## src/rtl/stage_memory_pkg.sv

```systemverilog
// Types shared by the memory-access stage: control bundles from compute, FSM state,
// bus request fields and the lane-offset helpers.
package stage_memory_pkg;

    localparam int XLEN = 32;

    localparam logic [1:0] WIDTH_BYTE = 2'd0;
    localparam logic [1:0] WIDTH_HALF = 2'd1;
    localparam logic [1:0] WIDTH_WORD = 2'd2;

    localparam logic [1:0] REG_WRITE_FROM_COMPUTE = 2'd0;
    localparam logic [1:0] REG_WRITE_FROM_MEMORY  = 2'd1;
    localparam logic [1:0] REG_WRITE_FROM_PC      = 2'd2;

    typedef struct packed {
        logic            w_enable;
        logic [1:0]      width;
        logic            r_sign_extend;
        logic [XLEN-1:0] w_value;
    } compute_mem_control_t;

    typedef struct packed {
        logic       enable;
        logic [4:0] which_register;
        logic [1:0] source;
    } compute_reg_control_t;

    typedef enum logic {
        IDLE = 1'b0,
        BUS  = 1'b1
    } mem_stage_state_t;

    typedef struct packed {
        logic            we;
        logic [XLEN-1:0] addr;
        logic [XLEN-1:0] wdata;
        logic [3:0]      wstrb;
    } mem_bus_req_t;

    // Byte offset with the bits below the access size cleared; unknown widths act as word.
    function automatic logic [1:0] align_offset(input logic [1:0] width, input logic [1:0] off);
        case (width)
            WIDTH_BYTE: return off;
            WIDTH_HALF: return {off[1], 1'b0};
            default:    return 2'b00;
        endcase
    endfunction

    function automatic logic is_misaligned(input logic [1:0] width, input logic [1:0] off);
        return align_offset(width, off) != off;
    endfunction

endpackage

```

## src/rtl/mem_lane_align.sv

```systemverilog
// Combinational byte-lane steering: store strobes and replicated data, and
// load extraction with zero/sign extension.
module mem_lane_align
    import stage_memory_pkg::*;
(
    input  logic [1:0]      width,
    input  logic [1:0]      offset,
    input  logic            sign_extend,
    input  logic [XLEN-1:0] store_value,
    input  logic [XLEN-1:0] load_word,
    output logic [3:0]      wstrb,
    output logic [XLEN-1:0] wdata,
    output logic [XLEN-1:0] load_value
);

    logic [XLEN-1:0] shifted;

    always_comb begin
        wstrb      = 4'hF;
        wdata      = store_value;
        shifted    = load_word >> {offset, 3'b000};
        load_value = load_word;
        case (width)
            WIDTH_BYTE: begin
                wstrb      = 4'b0001 << offset;
                wdata      = {4{store_value[7:0]}};
                load_value = {{24{sign_extend & shifted[7]}}, shifted[7:0]};
            end
            WIDTH_HALF: begin
                wstrb      = 4'b0011 << offset;
                wdata      = {2{store_value[15:0]}};
                load_value = {{16{sign_extend & shifted[15]}}, shifted[15:0]};
            end
            default: ;
        endcase
    end

endmodule

```

## src/rtl/stage_memory.sv

```systemverilog
// Memory-access stage: at most one load/store per instruction over a single-outstanding bus.
// Build option MEM_MISALIGN_TRAP_EN: misaligned half/word accesses fault instead of being force-aligned.
module stage_memory
    import stage_memory_pkg::*;
(
    input  logic                 clk,
    input  logic                 reset_n,
    input  logic                 enable,
    input  logic [XLEN-1:0]      compute_result,
    input  compute_mem_control_t control_mem,
    input  compute_reg_control_t control_rd_in,
    output logic                 stall,
    output logic                 bus_req,
    output logic                 bus_we,
    output logic [XLEN-1:0]      bus_addr,
    output logic [XLEN-1:0]      bus_wdata,
    output logic [3:0]           bus_wstrb,
    input  logic                 bus_ready,
    input  logic [XLEN-1:0]      bus_rdata,
    output logic [XLEN-1:0]      wb_value,
    output compute_reg_control_t control_rd_out,
`ifdef MEM_MISALIGN_TRAP_EN
    output logic                 misalign_fault,
`endif
    output mem_stage_state_t     debug_state
);

    // Bus handshake: bus_req and all request fields are held constant from the first
    // BUS cycle through the cycle in which bus_ready is sampled high; bus_ready is
    // ignored outside BUS, and a reset simply abandons the request.
    mem_stage_state_t     state, state_next;
    mem_bus_req_t         req_q;
    logic [1:0]           width_q, off_q;
    logic                 sign_q, load_q;
    compute_reg_control_t rd_q;

    logic            is_store, is_load, is_mem, misaligned;
    logic [1:0]      eff_off, lane_width, lane_off;
    logic [3:0]      lane_wstrb;
    logic [XLEN-1:0] lane_wdata, lane_load;

    // A store with rd also set is illegal; the store wins and rd is dropped.
    assign is_store = control_mem.w_enable;
    assign is_load  = !control_mem.w_enable && control_rd_in.enable
                      && (control_rd_in.source == REG_WRITE_FROM_MEMORY);
    assign is_mem   = is_store || is_load;
    assign eff_off  = align_offset(control_mem.width, compute_result[1:0]);

`ifdef MEM_MISALIGN_TRAP_EN
    assign misaligned = is_mem && is_misaligned(control_mem.width, compute_result[1:0]);
`else
    assign misaligned = 1'b0;
`endif

    // Store lanes are computed from live inputs at acceptance, load lanes from latched fields.
    assign lane_width = (state == BUS) ? width_q : control_mem.width;
    assign lane_off   = (state == BUS) ? off_q : eff_off;

    mem_lane_align u_lane (
        .width       (lane_width),
        .offset      (lane_off),
        .sign_extend (sign_q),
        .store_value (control_mem.w_value),
        .load_word   (bus_rdata),
        .wstrb       (lane_wstrb),
        .wdata       (lane_wdata),
        .load_value  (lane_load)
    );

    always_comb begin
        state_next = state;
        case (state)
            IDLE:    if (enable && is_mem && !misaligned) state_next = BUS;
            BUS:     if (bus_ready) state_next = IDLE;
            default: state_next = IDLE;
        endcase
    end

    assign stall       = (state == BUS);
    assign bus_req     = (state == BUS);
    assign bus_we      = req_q.we;
    assign bus_addr    = req_q.addr;
    assign bus_wdata   = req_q.wdata;
    assign bus_wstrb   = req_q.wstrb;
    assign debug_state = state;

    always_ff @(posedge clk) begin
        if (!reset_n) begin
            state          <= IDLE;
            req_q          <= '0;
            width_q        <= 2'b00;
            off_q          <= 2'b00;
            sign_q         <= 1'b0;
            load_q         <= 1'b0;
            rd_q           <= '0;
            wb_value       <= '0;
            control_rd_out <= '0;
`ifdef MEM_MISALIGN_TRAP_EN
            misalign_fault <= 1'b0;
`endif
        end else begin
            state <= state_next;
`ifdef MEM_MISALIGN_TRAP_EN
            misalign_fault <= 1'b0;
`endif
            case (state)
                IDLE: begin
                    if (!enable) begin
                        control_rd_out.enable <= 1'b0;
                    end else if (!is_mem) begin
                        wb_value       <= compute_result;
                        control_rd_out <= control_rd_in;
                    end else begin
                        control_rd_out.enable <= 1'b0;
                        if (misaligned) begin
`ifdef MEM_MISALIGN_TRAP_EN
                            misalign_fault <= 1'b1;
`endif
                        end else begin
                            req_q.we    <= is_store;
                            req_q.addr  <= {compute_result[XLEN-1:2], 2'b00};
                            req_q.wdata <= lane_wdata;
                            req_q.wstrb <= is_store ? lane_wstrb : 4'b0000;
                            width_q     <= control_mem.width;
                            off_q       <= eff_off;
                            sign_q      <= control_mem.r_sign_extend;
                            load_q      <= is_load;
                            rd_q        <= control_rd_in;
                        end
                    end
                end
                BUS: begin
                    if (bus_ready) begin
                        if (load_q) begin
                            wb_value       <= lane_load;
                            control_rd_out <= rd_q;
                        end else begin
                            control_rd_out.enable <= 1'b0;
                        end
                    end
                end
                default: ;
            endcase
        end
    end

endmodule

```

## config.mk

```make
export PLATFORM = sky130hd
export DESIGN_NAME = stage_memory
export DESIGN_NICKNAME = d
export VERILOG_FILES = /design/src/rtl/stage_memory_pkg.sv /design/src/rtl/mem_lane_align.sv /design/src/rtl/stage_memory.sv
export SDC_FILE = /design/constraint.sdc
export NUM_CORES = 1
export LEC_CHECK = 0
export CAP_MARGIN = 0
export CORE_MARGIN = 4
export CORE_UTILIZATION = 41
export CTS_BUF_LIST = sky130_fd_sc_hd__clkbuf_8 sky130_fd_sc_hd__clkbuf_16
export DETAILED_ROUTE_END_ITERATION = 10
export HOLD_SLACK_MARGIN = 0.06
export PLACE_DENSITY = 0.83
export RECOVER_POWER = 25
export SETUP_SLACK_MARGIN = 0.3
export SLEW_MARGIN = 0
export SYNTH_ARGS = -nofsm -noshare
export SYNTH_HDL_FRONTEND = slang
export SYNTH_SLANG_ARGS = --single-unit
```

## constraint.sdc

```tcl
create_clock -name clk -period 1.7 [get_ports clk]
set_input_delay 0.255 -clock clk [delete_from_list [all_inputs] [get_ports clk]]
set_output_delay 0.255 -clock clk [all_outputs]
set_load 0.03 [all_outputs]
```

== Word-level counts from Yosys, hierarchy flattened ==
Index checks and enable logic that the tools add are counted.

* Register bits after elaboration: 122
* Bits of input ports: 112
* Output and inout bits: 112
* Word-level logic and storage cells: 61

* Equal/unequal tests: 7
* Shift-type cells: 3
* Muxes and demuxes: 23
* Bitwise gates (word level): 3
* Reductions and logical operators: 9

{| class="wikitable"
|+ Operators by type and width
! kind !! count
|-
| case mux 32 bit (2 select lines) || 3
|-
| two-way mux 32 bit || 4
|-
| >> shifter 32 x 5 -> 16 bit || 1
|-
| two-way mux 7 bit || 3
|-
| case mux 8 bit (2 select lines) || 1
|-
| two-way mux 8 bit || 1
|-
| case mux 4 bit (2 select lines) || 1
|-
| == test 2 x 1 -> 1 bit, second input constant || 3
|-
| inequality test 2 bit, second input constant || 3
|-
| two-way mux 1 bit || 5
|-
| zero test 2 bit || 2
|-
| two-way mux 2 bit || 2
|-
| two-way mux 4 bit || 1
|-
| case mux 2 bit (2 select lines) || 1
|-
| AND reduction 4 bit || 1
|-
| << shifter 1 x 2 -> 4 bit, first input constant || 1
|-
| << shifter 2 x 2 -> 4 bit, first input constant || 1
|-
| logical AND 1 bit || 3
|-
| AND reduction 3 bit || 1
|-
| AND 1 bit || 2
|-
| inequality test 2 x 1 -> 1 bit, second input constant || 1
|-
| case mux 1 bit (2 select lines) || 1
|-
| zero test 1 bit || 1
|-
| logical OR 1 bit || 1
|-
| NOT 1 bit || 1
|}

== Logic depth before layout (Yosys ltp) ==
Gate-level depths: netlist of run 1.

* Depth after elaboration: 9
* Mapped depth: 9
* Mapped depth without buffers: 5

== Modules after synthesis ==
From an unflattened synthesis of run 1, not the netlist that was laid out.

* Cells, all modules: 767
* Area, all modules: 6540.0 sq um

{| class="wikitable"
|+ By module, submodules not included
! module !! times used !! cells an instance !! area an instance (sq um) !! sequential area each (sq um)
|-
| stage_memory || 1 || 587 || 5375.2 || 2442.3
|-
| mem_lane_align || 1 || 180 || 1164.9 || 0.0
|}

== Worst setup path before layout of run 1 ==
No wires, ideal clock.

* Path type: register -> register
* Start point: register state, in the netlist bus_req
* End point: register wb_value[15]
* Setup time: 0.125 ns
* Data arrival time: 1.866 ns
* Required time: 1.575 ns
* Slack: -0.292 ns
* Stages on the path, launching flop included: 9
* Path buffers: 3
* Clock period less this slack: 1.992 ns
* Cell sequence: dfxtp_1 > buf_6 > buf_4 > nor3b_1 > a31o_2 > clkbuf_1 > o211ai_1 > o21ai_0 > o41a_1

* Longest elaborated chain between the ends: 7
* Elaborated cells between the ends (all ways): 16
* Classes of those cells: 5 x eq/ne; 1 x shift; 6 x mux; 2 x bitwise; 2 x reduce/logical

{| class="wikitable"
|+ RTL lines
! what !! RTL line !! source
|-
| start: declaration || stage_memory.sv:31 || <nowiki>mem_stage_state_t state, state_next;</nowiki>
|-
| start signal: assignment || stage_memory.sv:102 || <nowiki>state <= state_next;</nowiki>
|-
| two-way mux 2 bit || stage_memory.sv:57 || <nowiki>assign lane_off = (state == BUS) ? off_q : eff_off;</nowiki>
|-
| >> shifter 32 x 5 -> 16 bit || mem_lane_align.sv:21 || <nowiki>shifted = load_word >> {offset, 3'b000};</nowiki>
|-
| AND 1 bit || mem_lane_align.sv:27 || <nowiki>load_value = {{24{sign_extend & shifted[7]}}, shifted[7:0]};</nowiki>
|-
| case mux 32 bit (2 select lines) || mem_lane_align.sv:23 || <nowiki>case (width)</nowiki>
|-
| two-way mux 32 bit || stage_memory.sv:134 || <nowiki>if (load_q) begin</nowiki>
|-
| two-way mux 32 bit || stage_memory.sv:133 || <nowiki>if (bus_ready) begin</nowiki>
|-
| case mux 32 bit (2 select lines) || stage_memory.sv:106 || <nowiki>case (state)</nowiki>
|-
| end signal: assignment || stage_memory.sv:111 || <nowiki>wb_value <= compute_result;</nowiki>
|-
| end signal: assignment || stage_memory.sv:135 || <nowiki>wb_value <= lane_load;</nowiki>
|-
| end: declaration || stage_memory.sv:20 || <nowiki>output logic [XLEN-1:0] wb_value,</nowiki>
|}

Several ways; a longest one is shown, not always the timed one. The select of a mux whose other input is x is not followed.
A chain may end at the register's enable or synchronous reset.

== Worst setup path in the final report of run 1 ==
* Start point: register state, in the netlist bus_req
* End point: register wb_value[11]

The elaborated chain is that of the path after synthesis.

==> flow_metrics.env, run 1 <==
export IMPL_async_flop_share=0
export IMPL_area_growth_synth_to_final_pct=82.5
export IMPL_viasPerCell=5.87
export IMPL_setup_ws_ns=-0.126
export IMPL_cp_required_ns=1.99
export IMPL_track_usage=0.296
export IMPL_die_area_um2=16900
export IMPL_maxCapViolations=0
export IMPL_yosys_warnings=0
export IMPL_crit_fanout=7
export IMPL_synth_top_area_share=0.399
export IMPL_antenna_left=0
export IMPL_gp_congestion=0.922
export IMPL_ir_worst_vdd_v=0.000650
export IMPL_cts_root_buf="clkbuf_16"
export IMPL_num_io_pins=224
export IMPL_ys_seq_area_frac=0.399
export IMPL_avgSynthCellArea_um2=7.96
export IMPL_power_internal_mw=6.43
export IMPL_clkSlewWorstSetupHoldPaths_ns=0.06
export IMPL_design_area_um2=11200
export IMPL_finalWirelength_um=27300
export IMPL_post_dp_cell_area_um2=9080
export IMPL_cts_hold_buf=0
export IMPL_synth_common_cells="186 x nand2_1, 122 x dfxtp_1, 55 x nor2_1"
export IMPL_place_inst=1192
export IMPL_synth_cell_types=66
export IMPL_synth_top_area_cell="dfxtp_1"
export IMPL_grt_max_degree=34
export IMPL_p_leak_nw=4.47
export IMPL_yosysMostFrequentCell="nand2_1"
export IMPL_worst_endpoint_arrival_ns=2.12
export IMPL_clock_sinks=122
export IMPL_seq_power_share=0.340
export IMPL_min_period_ns=1.83
export IMPL_post_route_period_util=1.07
export IMPL_fin_nets=1197
export IMPL_synth_area_top_cells="dfxtp_1 40%, nand2_1 11%, a21boi_0 5.4%, a21oi_1 3.5%, nor2_1 3.4%"
export IMPL_clkPwrFrac=0.379
export IMPL_grt_remaining_overflow=0
export IMPL_io_buffer_count=221
export IMPL_max_freq_mhz=548
export IMPL_rows=44
export IMPL_first_iter_violations=551
export IMPL_grt_setup_unrepaired="true"
export IMPL_holdWs_ns=0.250
export IMPL_syn_area_um2=6120
export IMPL_status="finished with violations"
export IMPL_firstDrtPassIters=5
export IMPL_power_density_nw_per_um2=835
export IMPL_num_vias=7536
export IMPL_min_path_cells=3
export IMPL_dp_hpwl_um=16500
export IMPL_start_util=0.419
export IMPL_synth_ff_type="dfxtp_1"
export IMPL_synth_seq_cells=122
export IMPL_setup_viol=78
export IMPL_slew_violations=0
export IMPL_dieWidth_um=130
export IMPL_worstRegToRegCells=7
export IMPL_combPwrFrac=0.281
export IMPL_tightest_slew_ns=0.558
export IMPL_clk_latency_ns=0.42
export IMPL_grt_pass1_vias=7227
export IMPL_syn_inst=769
export IMPL_max_slew_margin=0.626
export IMPL_worstHoldPathType="in2reg"
export IMPL_critPathKind="reg2reg"
export IMPL_start_kind="register"
export IMPL_finalPower_mw=9.32
export IMPL_utilization=0.765
export IMPL_drc_errors=0
export IMPL_hold_violations=0
export IMPL_crit_path_end_kind="register"
export IMPL_drive_gt1_frac=0.387
export IMPL_cts_made_buffers=17
export IMPL_wl_per_cell_um=21.3
export IMPL_violations="setup timing"
export IMPL_fin_setup_tns_ns=-5.25
export IMPL_die_h_um=130
export IMPL_ctsLongestPathBuffers=2
export IMPL_power_switching_mw=2.90
export IMPL_antenna_found_initial=2
export IMPL_worst_clock_skew_ns=0.00582
export IMPL_layout_cells_non_filler=1283
export IMPL_p_sw_frac=0.311
export IMPL_grt_pass1_wl_um=38600
export IMPL_synth_edf_count=0
export IMPL_coreArea_um2=14600
export IMPL_cts_tree="done"
export IMPL_dp_slack_ns=-0.723
export IMPL_cts_htree_levels=4
## state kept, by name, indices dropped and copies added (netlist names)
| name | count |
|---|---|
| bus_we | 1 |
| bus_wdata | 32 |
| bus_req | 1 |
| bus_addr | 30 |
| rd_q | 8 |
| width_q | 2 |
| load_q | 1 |
| control_rd_out | 8 |
| wb_value | 32 |
| sign_q | 1 |
| off_q | 2 |
| bus_wstrb | 4 |
## final cells by class
class	count	area (um2)
antenna	2	5.00
clock buffer	18	439
clock inverter	13	129
fill	915	3420
inverter	14	52.6
multi-input combinational	569	4100
sequential	122	2450
tap	184	230
timing repair buffer	361	3770
## logic make-up (layout without fill, tap and decap cells)
logic type / Yosys count / in the layout / share of synthesized area
multiplexers: 13 / 13 / 0.0215
AO/OA/AOI/OAI: 242 / 242 / 0.291
buffers and inverters: 79 / 406 / 0.0607
flip-flops: 122 / 122 / 0.399
AND/OR/NAND/NOR: 312 / 312 / 0.227
other: 1 / 4 / 0.000613
## power groups by stage
stage	Clock (mW)	Combinational (mW)	Sequential, mW
detailed placement	0	2.05	3.20
floorplan	0	0.741	3.51
global placement	0	2.02	3.20
global route	3.67	2.73	3.19
CTS	3.54	2.44	3.15
finish	3.54	2.62	3.17
## repair_timing
item,in CTS,in global routing
cloned,13,2
resized for setup,465,190
endpoints found under the hold margin,0,0
endpoints found under the setup margin,232,184
pin swaps,48,38
buffers inserted,35,8
## cell usage in the layout (no fill, tap or decap), drive strengths merged, types with 3 or more instances in the layout
cell	synthesis	layout
nand2	187	187
buf	26	151
dfxtp	122	122
clkdlybuf4s50	0	108
clkbuf	39	71
nor2	57	57
clkdlybuf4s15	0	47
a21boi	45	45
a21oi	44	44
o21ai	42	42
a31oi	26	26
o211ai	22	22
inv	13	15
mux2i	12	12
nor2b	12	12
a311oi	12	12
nand3	12	12
a22oi	11	11
o211a	8	8
nand2b	8	8
nor3	7	7
clkinv	1	6
nand3b	4	4
o221a	4	4
clkinvlp	0	4
and2	4	4
and3	4	4
o2bb2ai	4	4
a2111oi	4	4
and3b	4	4
nor3b	4	4
o41ai	4	4
or2	3	3
## metal layers
layer / up-vias / routed length [um] / track usage
met1: 3594 / 10000 / 0.338
li1: 3367 / - / -
met4: 0 / 1120 / 0.139
met2: 475 / 13500 / 0.505
met5: - / 0 / 0
met3: 100 / 2630 / 0.0892
## critical path, stage by stage (launching register included)
cell	delay (ns)
dfxtp_4	0.39
buf_6	0.14
or3b_4	0.39
nand3_2	0.11
a32oi_4	0.13
buf_6	0.17
a31oi_4	0.27
a21oi_1	0.10
## final timing paths
path                             startpoint                             end  slack [ns]
setup / recovery         bus_req$_SDFF_PN0_       wb_value[11]$_SDFFE_PN0P_       -0.13
setup reg to reg         bus_req$_SDFF_PN0_       wb_value[11]$_SDFFE_PN0P_       -0.13
hold / removal                      reset_n  control_rd_out[7]$_SDFFE_PN0P_        0.25
hold reg to reg   bus_wdata[6]$_SDFFE_PN0P_       bus_wdata[6]$_SDFFE_PN0P_        0.45
Power figures use the tool's default switching activity.
==> inputs of run 2 (changes only) <==
--- a/config.mk
+++ b/config.mk
@@ -5,6 +5,7 @@
 export SDC_FILE = /design/constraint.sdc
 export NUM_CORES = 1
 export LEC_CHECK = 0
+export ABC_CLOCK_PERIOD_IN_PS = 1700
 export CAP_MARGIN = 0
 export CORE_MARGIN = 4
 export CORE_UTILIZATION = 41
==> results of run 2 <==
The final DEF is identical to that of run 1; final timing and power are the same.
==> inputs of run 3 (changes only) <==
--- a/config.mk
+++ b/config.mk
@@ -14,6 +14,7 @@
 export HOLD_SLACK_MARGIN = 0.06
 export PLACE_DENSITY = 0.83
 export RECOVER_POWER = 25
+export REMOVE_ABC_BUFFERS = 1
 export SETUP_SLACK_MARGIN = 0.3
 export SLEW_MARGIN = 0
 export SYNTH_ARGS = -nofsm -noshare
==> run 3 against run 2 <==
Net effect: the flow still finishes with violations (setup timing); flip-flop and latch count unchanged; global-route usage decreased by 4.9 points; utilization decreased by 9.3 points; clock power increased by 2%; non-clock buffer count decreased by 50; sequential share of layout area increased by 3.0 points; wire length decreased by 16%; first-iteration DRC count decreased by 2.7%; die area unchanged; critical endpoint is now wb_value[15]$_SDFFE_PN0P_.
==> flow_metrics.env, run 3 (same netlist as run 1, synthesis figures left out) <==
export IMPL_ctsLongestPathBuffers=2
export IMPL_start_kind="register"
export IMPL_power_switching_mw=2.70
export IMPL_status="finished with violations"
export IMPL_grt_pass1_vias=6432
export IMPL_setup_ws_ns=-0.0820
export IMPL_dp_hpwl_um=15100
export IMPL_cts_tree="done"
export IMPL_max_slew_margin=0.628
export IMPL_cts_hold_buf=0
export IMPL_drive_gt1_frac=0.208
export IMPL_start_util=0.419
export IMPL_min_period_ns=1.78
export IMPL_fin_nets=1147
export IMPL_cp_slowest_cell="o41a_1"
export IMPL_hold_violations=0
export IMPL_rows=44
export IMPL_finalWirelength_um=22900
export IMPL_power_internal_mw=6.18
export IMPL_num_io_pins=224
export IMPL_place_inst=1175
export IMPL_fin_setup_tns_ns=-0.843
export IMPL_ir_worst_vdd_v=0.000647
export IMPL_cts_htree_levels=4
export IMPL_track_usage=0.247
export IMPL_holdWs_ns=0.181
export IMPL_p_leak_nw=3.89
export IMPL_violations="setup timing"
export IMPL_clock_sinks=122
export IMPL_crit_buf_inv=0
export IMPL_worst_clock_skew_ns=0.0117
export IMPL_drc_errors=0
export IMPL_seq_power_share=0.355
export IMPL_die_area_um2=16900
export IMPL_combPwrFrac=0.238
export IMPL_layout_cells_non_filler=1232
export IMPL_antennaDiodeCount=0
export IMPL_clkSlewWorstSetupHoldPaths_ns=0.06
export IMPL_dp_slack_ns=-0.615
export IMPL_dieWidth_um=130
export IMPL_firstDrtPassIters=7
export IMPL_gp_congestion=0.957
export IMPL_first_iter_violations=536
export IMPL_num_vias=6762
export IMPL_area_sequential_um2=2450
export IMPL_max_stage_delay_ns=0.42
export IMPL_clk_latency_ns=0.42
export IMPL_viasPerCell=5.49
export IMPL_path_cells="or3b_1 > and3_1 > o211ai_1 > o21ai_0 > o41a_1"
export IMPL_setup_viol=37
export IMPL_crit_path_end_kind="register"
export IMPL_worst_path_dominant_cell_family="compound AO/OA/AOI/OAI gates"
export IMPL_p_sw_frac=0.304
export IMPL_cts_made_buffers=17
export IMPL_cts_root_buf="clkbuf_16"
export IMPL_die_h_um=130
export IMPL_finalPower_mw=8.87
export IMPL_post_route_period_util=1.05
export IMPL_wl_per_cell_um=18.6
export IMPL_max_freq_mhz=561
export IMPL_antenna_found_initial=0
export IMPL_grt_setup_unrepaired="true"
export IMPL_cp_required_ns=2.00
export IMPL_grt_pass1_wl_um=33000
export IMPL_crit_fanout=10
export IMPL_grt_remaining_overflow=0
export IMPL_power_density_nw_per_um2=904
export IMPL_clkPwrFrac=0.407
export IMPL_layout_common_cells="185 x nand2_1, 121 x dfxtp_1, 106 x clkdlybuf4s50_1"
export IMPL_slew_violations=0
export IMPL_multi_input_area_um2=3440
export IMPL_area_growth_synth_to_final_pct=60.4
export IMPL_maxCapViolations=0
export IMPL_antenna_left=0
export IMPL_coreArea_um2=14600
export IMPL_n_fill_cell=1208
export IMPL_critPathKind="reg2reg"
export IMPL_worstHoldPathType="in2reg"
export IMPL_grt_max_degree=44
export IMPL_worst_endpoint_arrival_ns=2.08
export IMPL_tightest_slew_ns=0.554
export IMPL_mostFrequentLayoutCell="nand2_1"
export IMPL_io_buffer_count=221
-- run 3: changes by cell type in the layout (fill, tap and decap cells not counted), moves of 19 or more --
cell | previous run | this run
nand2_4 | 19 | 0
a21boi_0 | 2 | 27
clkbuf_2 | 25 | 5
nand2_2 | 32 | 2
o21ai_0 | 12 | 34
buf_6 | 33 | 9
a21oi_1 | 21 | 42
nand2_1 | 136 | 185
-- run 3: final timing paths --
kind	from	to	slack, ns	cells past startpoint
min	control_rd_in[0]	rd_q[0]$_SDFFE_PN0P_	0.18	3
min reg2reg	bus_addr[8]$_SDFFE_PN0P_	bus_addr[8]$_SDFFE_PN0P_	0.45	2
max	bus_req$_SDFF_PN0_	wb_value[15]$_SDFFE_PN0P_	-0.08	5
max reg2reg	bus_req$_SDFF_PN0_	wb_value[15]$_SDFFE_PN0P_	-0.08	5
-- run 3: stage by stage --
step           cell area [um2]  utilization
6_report                  9820        0.673
5_1_grt                   9820        0.673
4_1_cts                   9770        0.670
3_5_place_dp              8840        0.606
3_3_place_gp              8840        0.606
2_1_floorplan             5800            -
-- run 3: power groups by stage --
| stage | sequential (mW) | combinational, mW | clock [mW] |
|---|---|---|---|
| 2_1_floorplan | 3.55 | 0.589 | 0 |
| 3_3_place_gp | 3.20 | 1.94 | 0 |
| 3_5_place_dp | 3.20 | 1.96 | 0 |
| 4_1_cts | 3.14 | 2.03 | 3.67 |
| 5_1_grt | 3.17 | 2.25 | 3.78 |
| 6_report | 3.15 | 2.11 | 3.61 |
-- run 3: tightest hold or removal path, delay by kind of cell --
kind | cells | cell delay, ns
AO/OA/AOI/OAI | 1 | 0.06
buffers and inverters | 1 | 0.16
AND/OR/NAND/NOR | 1 | 0.06
-- run 3: what timing repair did --
action,in CTS,in global routing
pin swaps,4,14
setup endpoints to repair,231,193
cloned,5,7
gates resized for setup,263,108
setup buffers,6,7
-- run 3: cell type report --
type                       instances  area share
clock buffer                      17      0.0433
clock inverter                    15      0.0168
inverter                          14     0.00535
multi-input combinational        569       0.350
sequential                       122       0.249
tap                              184      0.0235
timing repair buffer             311       0.312
-- run 3: layer usage --
| layer | vias to the layer above | track usage | share of wire |
|---|---|---|---|
| met3 | 28 | 0.0733 | 0.10 |
| met2 | 314 | 0.417 | 0.48 |
| met5 | - | 0 | 0 |
| li1 | 3242 | - | - |
| met4 | 0 | 0.0789 | 0.015 |
| met1 | 3178 | 0.302 | 0.40 |
